===== src/rtl/imem_pkg.sv =====
// Shared definitions for the synchronous instruction ROM: FSM states,
// default widths and the power-up fill pattern.
package imem_pkg;

  typedef enum logic [0:0] {
    ST_FILL  = 1'b0,
    ST_READY = 1'b1
  } imem_state_t;

  localparam int IMEM_DATA_W = 32;
  localparam int IMEM_ADDR_W = 7;

  // Fill words are produced at this width and narrowed by the caller, so the
  // same function serves any instruction width up to 64 bits.
  localparam int IMEM_FILL_W = 64;

  // Value written into word 'index' during the power-up fill.
  function automatic logic [IMEM_FILL_W-1:0] fill_word(input logic [31:0] index,
                                                       input logic        identity);
    return identity ? {32'd0, index} : '0;
  endfunction

endpackage


===== src/rtl/imem_fill_ctrl.sv =====
// Power-up fill sequencer: walks every implemented word once after reset,
// then parks in READY until the next reset.
module imem_fill_ctrl
  import imem_pkg::*;
#(
  parameter int DATA_W        = IMEM_DATA_W,
  parameter int ADDR_W        = IMEM_ADDR_W,
  parameter int DEPTH         = 128,
  parameter int FILL_IDENTITY = 1
) (
  input  logic              clk,
  input  logic              rst_n,
  output logic              busy,
  output logic              isReady,
  output logic              fillWe,
  output logic [ADDR_W-1:0] fillAddr,
  output logic [DATA_W-1:0] fillData
);

  // The counter is address-wide: DEPTH never exceeds 2**ADDR_W, so the last
  // index always fits even when DEPTH is not a power of two.
  localparam logic [ADDR_W-1:0] LAST_IDX = ADDR_W'(DEPTH - 1);

  imem_state_t       state;
  imem_state_t       stateNext;
  logic [ADDR_W-1:0] cnt;
  logic [ADDR_W-1:0] cntNext;

  // State and fill counter; reset always restarts a full refill from word 0.
  always_ff @(posedge clk) begin
    if (!rst_n) begin
      state <= ST_FILL;
      cnt   <= '0;
    end else begin
      state <= stateNext;
      cnt   <= cntNext;
    end
  end

  // One word written per cycle in FILL; leave on the cycle the last word lands.
  always_comb begin
    stateNext = state;
    cntNext   = cnt;
    fillWe    = 1'b0;
    busy      = 1'b0;
    isReady   = 1'b0;
    case (state)
      ST_FILL: begin
        busy   = 1'b1;
        fillWe = 1'b1;
        if (cnt == LAST_IDX) begin
          stateNext = ST_READY;
        end else begin
          cntNext = cnt + 1'b1;
        end
      end
      ST_READY: begin
        isReady = 1'b1;
      end
      default: begin
        stateNext = ST_FILL;
      end
    endcase
  end

  assign fillAddr = cnt;
  assign fillData = DATA_W'(fill_word(32'(cnt), FILL_IDENTITY != 0));

endmodule


===== src/rtl/imem_rom_sync.sv =====
// Clocked instruction memory for the fetch stage: self-filling storage,
// run-time loader port and a one-deep registered response with handshake.
module imem_rom_sync
  import imem_pkg::*;
#(
  parameter int DATA_W        = IMEM_DATA_W,
  parameter int ADDR_W        = IMEM_ADDR_W,
  parameter int DEPTH         = 128,
  parameter int FILL_IDENTITY = 1
) (
  input  logic              clk,
  input  logic              rst_n,
  input  logic              req_valid,
  output logic              req_ready,
  input  logic [ADDR_W-1:0] req_addr,
  output logic              rsp_valid,
  input  logic              rsp_ready,
  output logic [DATA_W-1:0] rsp_data,
  output logic              rsp_err,
  input  logic              ld_en,
  input  logic [ADDR_W-1:0] ld_addr,
  input  logic [DATA_W-1:0] ld_data,
  output logic              busy
);

  // Compared one bit wider than the address so DEPTH == 2**ADDR_W is representable
  // and in that case no address is ever out of range.
  localparam logic [ADDR_W:0] DEPTH_CMP = (ADDR_W + 1)'(DEPTH);

  logic [DATA_W-1:0] mem [DEPTH];

  logic              isReady;
  logic              fillWe;
  logic [ADDR_W-1:0] fillAddr;
  logic [DATA_W-1:0] fillData;
  logic              memWe;
  logic [ADDR_W-1:0] memWaddr;
  logic [DATA_W-1:0] memWdata;
  logic              reqInRange;
  logic              ldInRange;
  logic              accept;

  imem_fill_ctrl #(
    .DATA_W        (DATA_W),
    .ADDR_W        (ADDR_W),
    .DEPTH         (DEPTH),
    .FILL_IDENTITY (FILL_IDENTITY)
  ) u_fill_ctrl (
    .clk      (clk),
    .rst_n    (rst_n),
    .busy     (busy),
    .isReady  (isReady),
    .fillWe   (fillWe),
    .fillAddr (fillAddr),
    .fillData (fillData)
  );

  assign reqInRange = {1'b0, req_addr} < DEPTH_CMP;
  assign ldInRange  = {1'b0, ld_addr}  < DEPTH_CMP;

  // The loader wins the cycle, so a read never shares an edge with a patch.
  assign req_ready = isReady & ~ld_en & (~rsp_valid | rsp_ready);
  assign accept    = req_valid & req_ready;

  // Single write port shared by the fill sequencer and the loader; loader
  // writes outside the implemented range are silently dropped.
  always_comb begin
    memWe    = 1'b0;
    memWaddr = fillAddr;
    memWdata = fillData;
    if (fillWe) begin
      memWe = 1'b1;
    end else if (isReady && ld_en && ldInRange) begin
      memWe    = 1'b1;
      memWaddr = ld_addr;
      memWdata = ld_data;
    end
  end

  // Storage contents carry no reset so the array maps onto block RAM.
  always_ff @(posedge clk) begin
    if (memWe) begin
      mem[memWaddr] <= memWdata;
    end
  end

  // Response register: load on accept, retire on consumer ready, otherwise hold.
  always_ff @(posedge clk) begin
    if (!rst_n) begin
      rsp_valid <= 1'b0;
      rsp_data  <= '0;
      rsp_err   <= 1'b0;
    end else if (accept) begin
      rsp_valid <= 1'b1;
      rsp_err   <= ~reqInRange;
      rsp_data  <= reqInRange ? mem[req_addr] : '0;
    end else if (rsp_ready) begin
      rsp_valid <= 1'b0;
    end
  end

endmodule

===== config.mk =====
export PLATFORM = sky130hd
export DESIGN_NAME = imem_rom_sync
export DESIGN_NICKNAME = d
export VERILOG_FILES = /design/src/rtl/imem_pkg.sv /design/src/rtl/imem_fill_ctrl.sv /design/src/rtl/imem_rom_sync.sv
export SDC_FILE = /design/constraint.sdc
export NUM_CORES = 2
export LEC_CHECK = 0
export CAP_MARGIN = 20
export CORE_MARGIN = 3
export CORE_UTILIZATION = 59
export CTS_CLUSTER_DIAMETER = 50
export DETAILED_ROUTE_END_ITERATION = 8
export GPL_TIMING_DRIVEN = 0
export PLACE_DENSITY = 0.75
export REMOVE_ABC_BUFFERS = 1
export SLEW_MARGIN = 5
export SYNTH_ARGS = -nofsm -noshare
export SYNTH_HDL_FRONTEND = slang
export SYNTH_SLANG_ARGS = --single-unit

===== constraint.sdc =====
create_clock -name clk -period 4.6 [get_ports clk]
set_input_delay 0.92 -clock clk [delete_from_list [all_inputs] [get_ports clk]]
set_output_delay 0.92 -clock clk [all_outputs]
set_load 0.02 [all_outputs]

==> Word-level counts from Yosys, hierarchy flattened <==
Memory sizes are Yosys's and may differ from the RTL's. A register that Yosys moved wholly into a read port is not among the register bits.
Index checks and enable logic that the tools add are counted.
{ "classes": {"eq_ne": 1, "mux": 14, "bitwise_logic": 8, "reduce_logical": 4, "n_addsub": 1} }
{ "ops": {"columns": ["operator", "n"], "rows": [
  ["$mux W32", 2],
  ["$mux W7", 2],
  ["$mux W1", 10],
  ["$add A7 B1 Y7 const B", 1],
  ["$eq A7 B7 Y1 const B", 1],
  ["$not A1 Y1", 4],
  ["$and A1 B1 Y1", 3],
  ["$reduce_and A2 Y1", 1],
  ["$reduce_bool A2 Y1", 1],
  ["$logic_and A1 B1 Y1", 1],
  ["$logic_not A1 Y1", 1],
  ["$or A1 B1 Y1", 1]
]} }
{ "word_totals": {"regBits": 9, "mem_bits_rw": 4096, "mem_count": 1, "elab_cells": 32, "out_inout_bits": 36, "input_bits": 51} }
{ "memory_table": {"columns": ["name", "words", "width", "rd", "rd_ports_with_merged_regs", "wr", "line", "source"], "rows": [
  ["mem", 128, 32, 1, 1, 1, "imem_rom_sync.sv:30", "logic [DATA_W-1:0] mem [DEPTH];"]
]} }

==> Depth between registers and ports, before layout <==
{ "depth": {"word_depth": 6, "depth_mapped": 12, "depth_no_buf": 7} }

==> By module <==
From an unflattened synthesis, not the netlist that was laid out.
{ "hier_totals": {"cells_unflattened": 7430, "hier_area_um2": 160016.0} }
{ "modules_own_cells": {"columns": ["module", "cells_per_inst", "n_inst", "area_per_inst_um2", "seq_area_each_um2"], "rows": [
  ["imem_rom_sync", 7355, 1, 159372.9, 123658.6],
  ["imem_fill_ctrl", 75, 1, 643.1, 160.2]
]} }

==> Least setup slack after synthesis <==
No wires, ideal clock.
{ "synth_path": {"path_kind": "input-to-reg", "start": "input port ld_en", "end": "memory mem[68][0] (netlist bit) (enable)", "slack_ps": 557, "arrival_time_ps": 3621, "cell_stages": 9, "required_ps": 4179, "setup_ps": 421, "n_path_buf": 4, "cell_sequence": "clkbuf_1 and2_1 clkbuf_1 nand2_1 and2_1 clkbuf_1 nand4_1 clkbuf_1 nor2_1"} }
{ "synth_via": {"elab_chain_len": 5, "word_cells_on_any_way": 7, "classes_between": "mux (6); reduce/logical (1)"} }
{ "synth_rtl": {"columns": ["element", "line", "source"], "rows": [
  ["start, declared", "imem_rom_sync.sv:20", "input logic ld_en,"],
  ["$logic_and A1 B1 Y1 (*)", "imem_rom_sync.sv:73", "end else if (isReady && ld_en && ldInRange) begin"],
  ["$mux W1", "imem_rom_sync.sv:73", null],
  ["$mux W1", "imem_rom_sync.sv:71", "if (fillWe) begin"],
  ["$mux W1", "imem_rom_sync.sv:82", "if (memWe) begin"],
  ["$mux W1 (implied by the code)", "imem_rom_sync.sv:83", "mem[memWaddr] <= memWdata;"],
  ["end, declared", "imem_rom_sync.sv:30", null]
]} }
Mark *: on every way between the ends. The rest lies on a longest branch, timed or not.

==> Final worst setup path <==
{ "layout_path": {"start": "register u_fill_ctrl.state", "end": "memory mem[53][19] (netlist bit) (enable)"} }
{ "layout_via": {"elab_chain_len": 6, "word_cells_on_any_way": 8, "classes_between": "mux (7); reduce/logical (1)"} }
{ "layout_rtl": {"columns": ["element", "line", "source"], "rows": [
  ["start, declared", "imem_fill_ctrl.sv:24", "imem_state_t state;"],
  ["start signal, assigned", "imem_fill_ctrl.sv:35", "state <= stateNext;"],
  ["$mux W1", "imem_fill_ctrl.sv:47", "case (state)"],
  ["$logic_and A1 B1 Y1", "imem_rom_sync.sv:73", null],
  ["$mux W1", "imem_rom_sync.sv:73", null],
  ["$mux W1", "imem_rom_sync.sv:71", null],
  ["$mux W1", "imem_rom_sync.sv:82", null],
  ["$mux W1 (implied by the code)", "imem_rom_sync.sv:83", null]
]} }
Parallel ways exist; a longest one is shown, timed or not.

==> flow_summary.ini <==
[logic_synthesis]
ys_ff_latch = 4137
synthCells = 7300
synth_area_leader_cell = edfxtp_1
dominantRegCellSynth = edfxtp_1
async_reset_ff_frac = 0
synth_enable_flop_cells = 4096
yosysUniqueCellTypes = 62
synthTopCellsByArea = edfxtp_1 77%, mux4_2 12%, mux2i_1 2.9%, mux2_2 0.98%, buf_2 0.53%
synth.yosys.warnings = 0
syn_area_per_cell_um2 = 21.8
synthesis.area_mm2 = 0.159
ys_seq_area_frac = 0.779
yosysTopAreaCellShare = 0.774

[timing]
timing.fmax_ghz = 0.221
fin_setup_tns_ps = 0
min_period_ps = 4520
worstMarginPinSlew_ps = 1380
fin_skew_ps = 78.0
hold_slack_ps = 515
period_share = 0.983
finalSetupViolCount = 0
slew_headroom = 0.0715
slew_violations = 0
hold_viol_final = 0

[global_routing]
grt_pass1_vias = 83600
grt_usage = 0.318
grt_max_degree = 137
grt_pass1_wl_um = 619000
grt_overflow = 0
antenna_found_initial = 42

[detailed_routing]
vias_per_cell = 7.15
firstDrtPassIters = 8
drt_iter0_markers = 14000
routedWlPerCell_um = 38.0
postRouteAntennaNets = 0
drc_errors = 0
vias = 82800
drt_wl_total_um = 439000

[clocking]
cts_tree = built
clk_path_buf_depth = 4
insertion_delay_ps = 1010
cts_buffers = 416
htreeDepth = 5
postCtsHoldBufs = 0
cts-root-buf = clkbuf_16
path_clk_slew_ps = 70
clock-sinks = 4137

[die]
initial_core_util = 0.597
ios = 87
coreArea_mm2 = 0.267
rows = 189
dieHeight_um = 525
die_x_um = 525
dieArea_mm2 = 0.276

[place]
io_buffer_count = 85
dp_hpwl_um = 252000
routabilityCongestion = 0.827

[critical_path]
start_kind = flop
path_max_fanout = 32
critical_path.cell_chain = and2_1, nand3b_1, nand2_1, nand2_1, nor2_4, buf_12
slowest_stage = nand2_1
crit_family = simple AND/OR/NAND/NOR gates
worst-path-buf-inv = 1
crit_top_cell = nand2_1
worstPathArrival_ps = 5150
critPathMaxStageDelay_ps = 770
crit_required_ps = 5230
crit_type = reg -> reg
crit_path_end_kind = flop

[min_path]
holdCritPathClass = reg -> reg

[final_layout]
area_growth_pct = 15.4
nets = 7751
drive_above_1_share = 0.266

[power_and_ir_drop]
p_leak_nw = 63.5
powerDensity_mw_per_mm2 = 422
vdd_drop_max_mv = 0.364

[run_status]
status = finished, final reports clean

[flow_run]
maxCapViolCount = 0
-- state kept, by name, indices dropped and copies added (netlist names) --
name	cells
u_fill_ctrl.state	1
rsp_data	32
u_fill_ctrl.fillAddr	7
mem	4096
rsp_valid	1
-- final timing paths --
| kind | startpoint | to | slack [ps] | depth (start not counted) |
|---|---|---|---|---|
| hold / removal | rsp_data[4] | rsp_data[4] | 510 | 2 |
| setup / recovery | u_fill_ctrl.state | mem[53][19] | 80 | 6 |
| hold reg to reg | rsp_data[4] | rsp_data[4] | 510 | 2 |
| setup reg to reg | u_fill_ctrl.state | mem[53][19] | 80 | 6 |
-- per-stage QoR --
stage	total power, mW	util	setup WS (ps)	std cells	area [um^2]
global route	79.1	0.688	-3.06	11600	183000
CTS	77.5	0.687	70.9	11500	183000
floorplan	43.1	-	724	6873	157000
finish	77.5	0.688	80.3	11600	183000
detailed placement	44.7	0.634	-2210	10800	169000
global placement	48.9	0.608	-86000	10500	162000
-- Yosys cell counts (41+ instances only) --
library cell / n
mux2_2: 138
o22ai_1: 130
nor2_1: 165
dfxtp_1: 41
buf_2: 168
a22oi_1: 67
mux4_2: 843
nor2b_1: 42
clkbuf_1: 153
edfxtp_1: 4096
a211oi_1: 48
mux2i_1: 463
o21ai_0: 65
a21oi_1: 54
nand2_1: 219
buf_4: 48
o221ai_1: 71
a221oi_1: 63
-- what timing repair did --
| action | CTS | global route |
|---|---|---|
| gates resized for setup | 7 | 15 |
| buffers inserted | 22 | 15 |
| pin swaps | 16 | 5 |
| cloned | 9 | 0 |
| endpoints found under the setup margin | 911 | 546 |
-- cell families after synthesis --
kind of cell,synth area share
mux,0.158
compound gates,0.0305
xor+xnor,0.000275
flops,0.779
simple gates,0.0178
buf+inv,0.0141
other cells,0.0000236
fa+ha+maj,0.0000787
-- report_power, final --
group	internal, mW	total, mW	switching [mW]
combinational	1.17	3.11	1.94
sequential	41.0	41.0	0.0294
clock	19.3	33.4	14.1
-- worst reg2reg max path, cell delays in order (launching register included) --
cell and delay (ps):
dfxtp_2 690, and2_1 700, nand3b_1 210, nand2_1 740, nand2_1 790, nor2_4 760
buf_12 280
-- layout by cell type (no fill, tap or decap), types with 15 or more instances in the layout --
cell type	instances
clkinv_2	74
nor2_1	34
a21oi_1	46
a211oi_1	38
clkbuf_1	77
clkdlybuf4s50_1	78
a221oi_1	56
nand2_1	209
nand3_1	35
nor2_4	130
mux2i_1	463
clkinv_1	80
and3_4	25
nor3_1	18
a22oi_1	67
buf_12	130
nor2b_1	33
o22ai_1	130
clkbuf_16	423
nand4_1	15
clkinvlp_4	20
edfxtp_1	4096
o221ai_1	71
o211ai_1	38
o21ai_0	63
a2111oi_0	16
buf_16	105
buf_8	18
mux4_2	843
or3_1	20
a211o_1	25
diode_2	16
mux2_2	138
and2_1	18
buf_4	47
bufinv_16	42
dfxtp_1	40
-- layout make-up --
cell class / count / area [um^2]
well taps: 3533 / 4420
diodes: 16 / 40.0
inverters: 8 / 32.5
repair buffers: 408 / 7380
clock inverters: 241 / 2380
flip-flops and latches: 4137 / 124000
fillers: 14900 / 83100
clock buffers: 505 / 10900
multi-input cells: 2728 / 34400
-- routing by layer --
layer	part of all wire	vias up	track usage
met3	0.14	1337	0.0951
li1	-	31700	-
met4	0.062	22	0.169
met1	0.33	42700	0.423
met2	0.46	6956	0.480
met5	0.00096	-	0.00519
(Power assumes the default switching activity.)
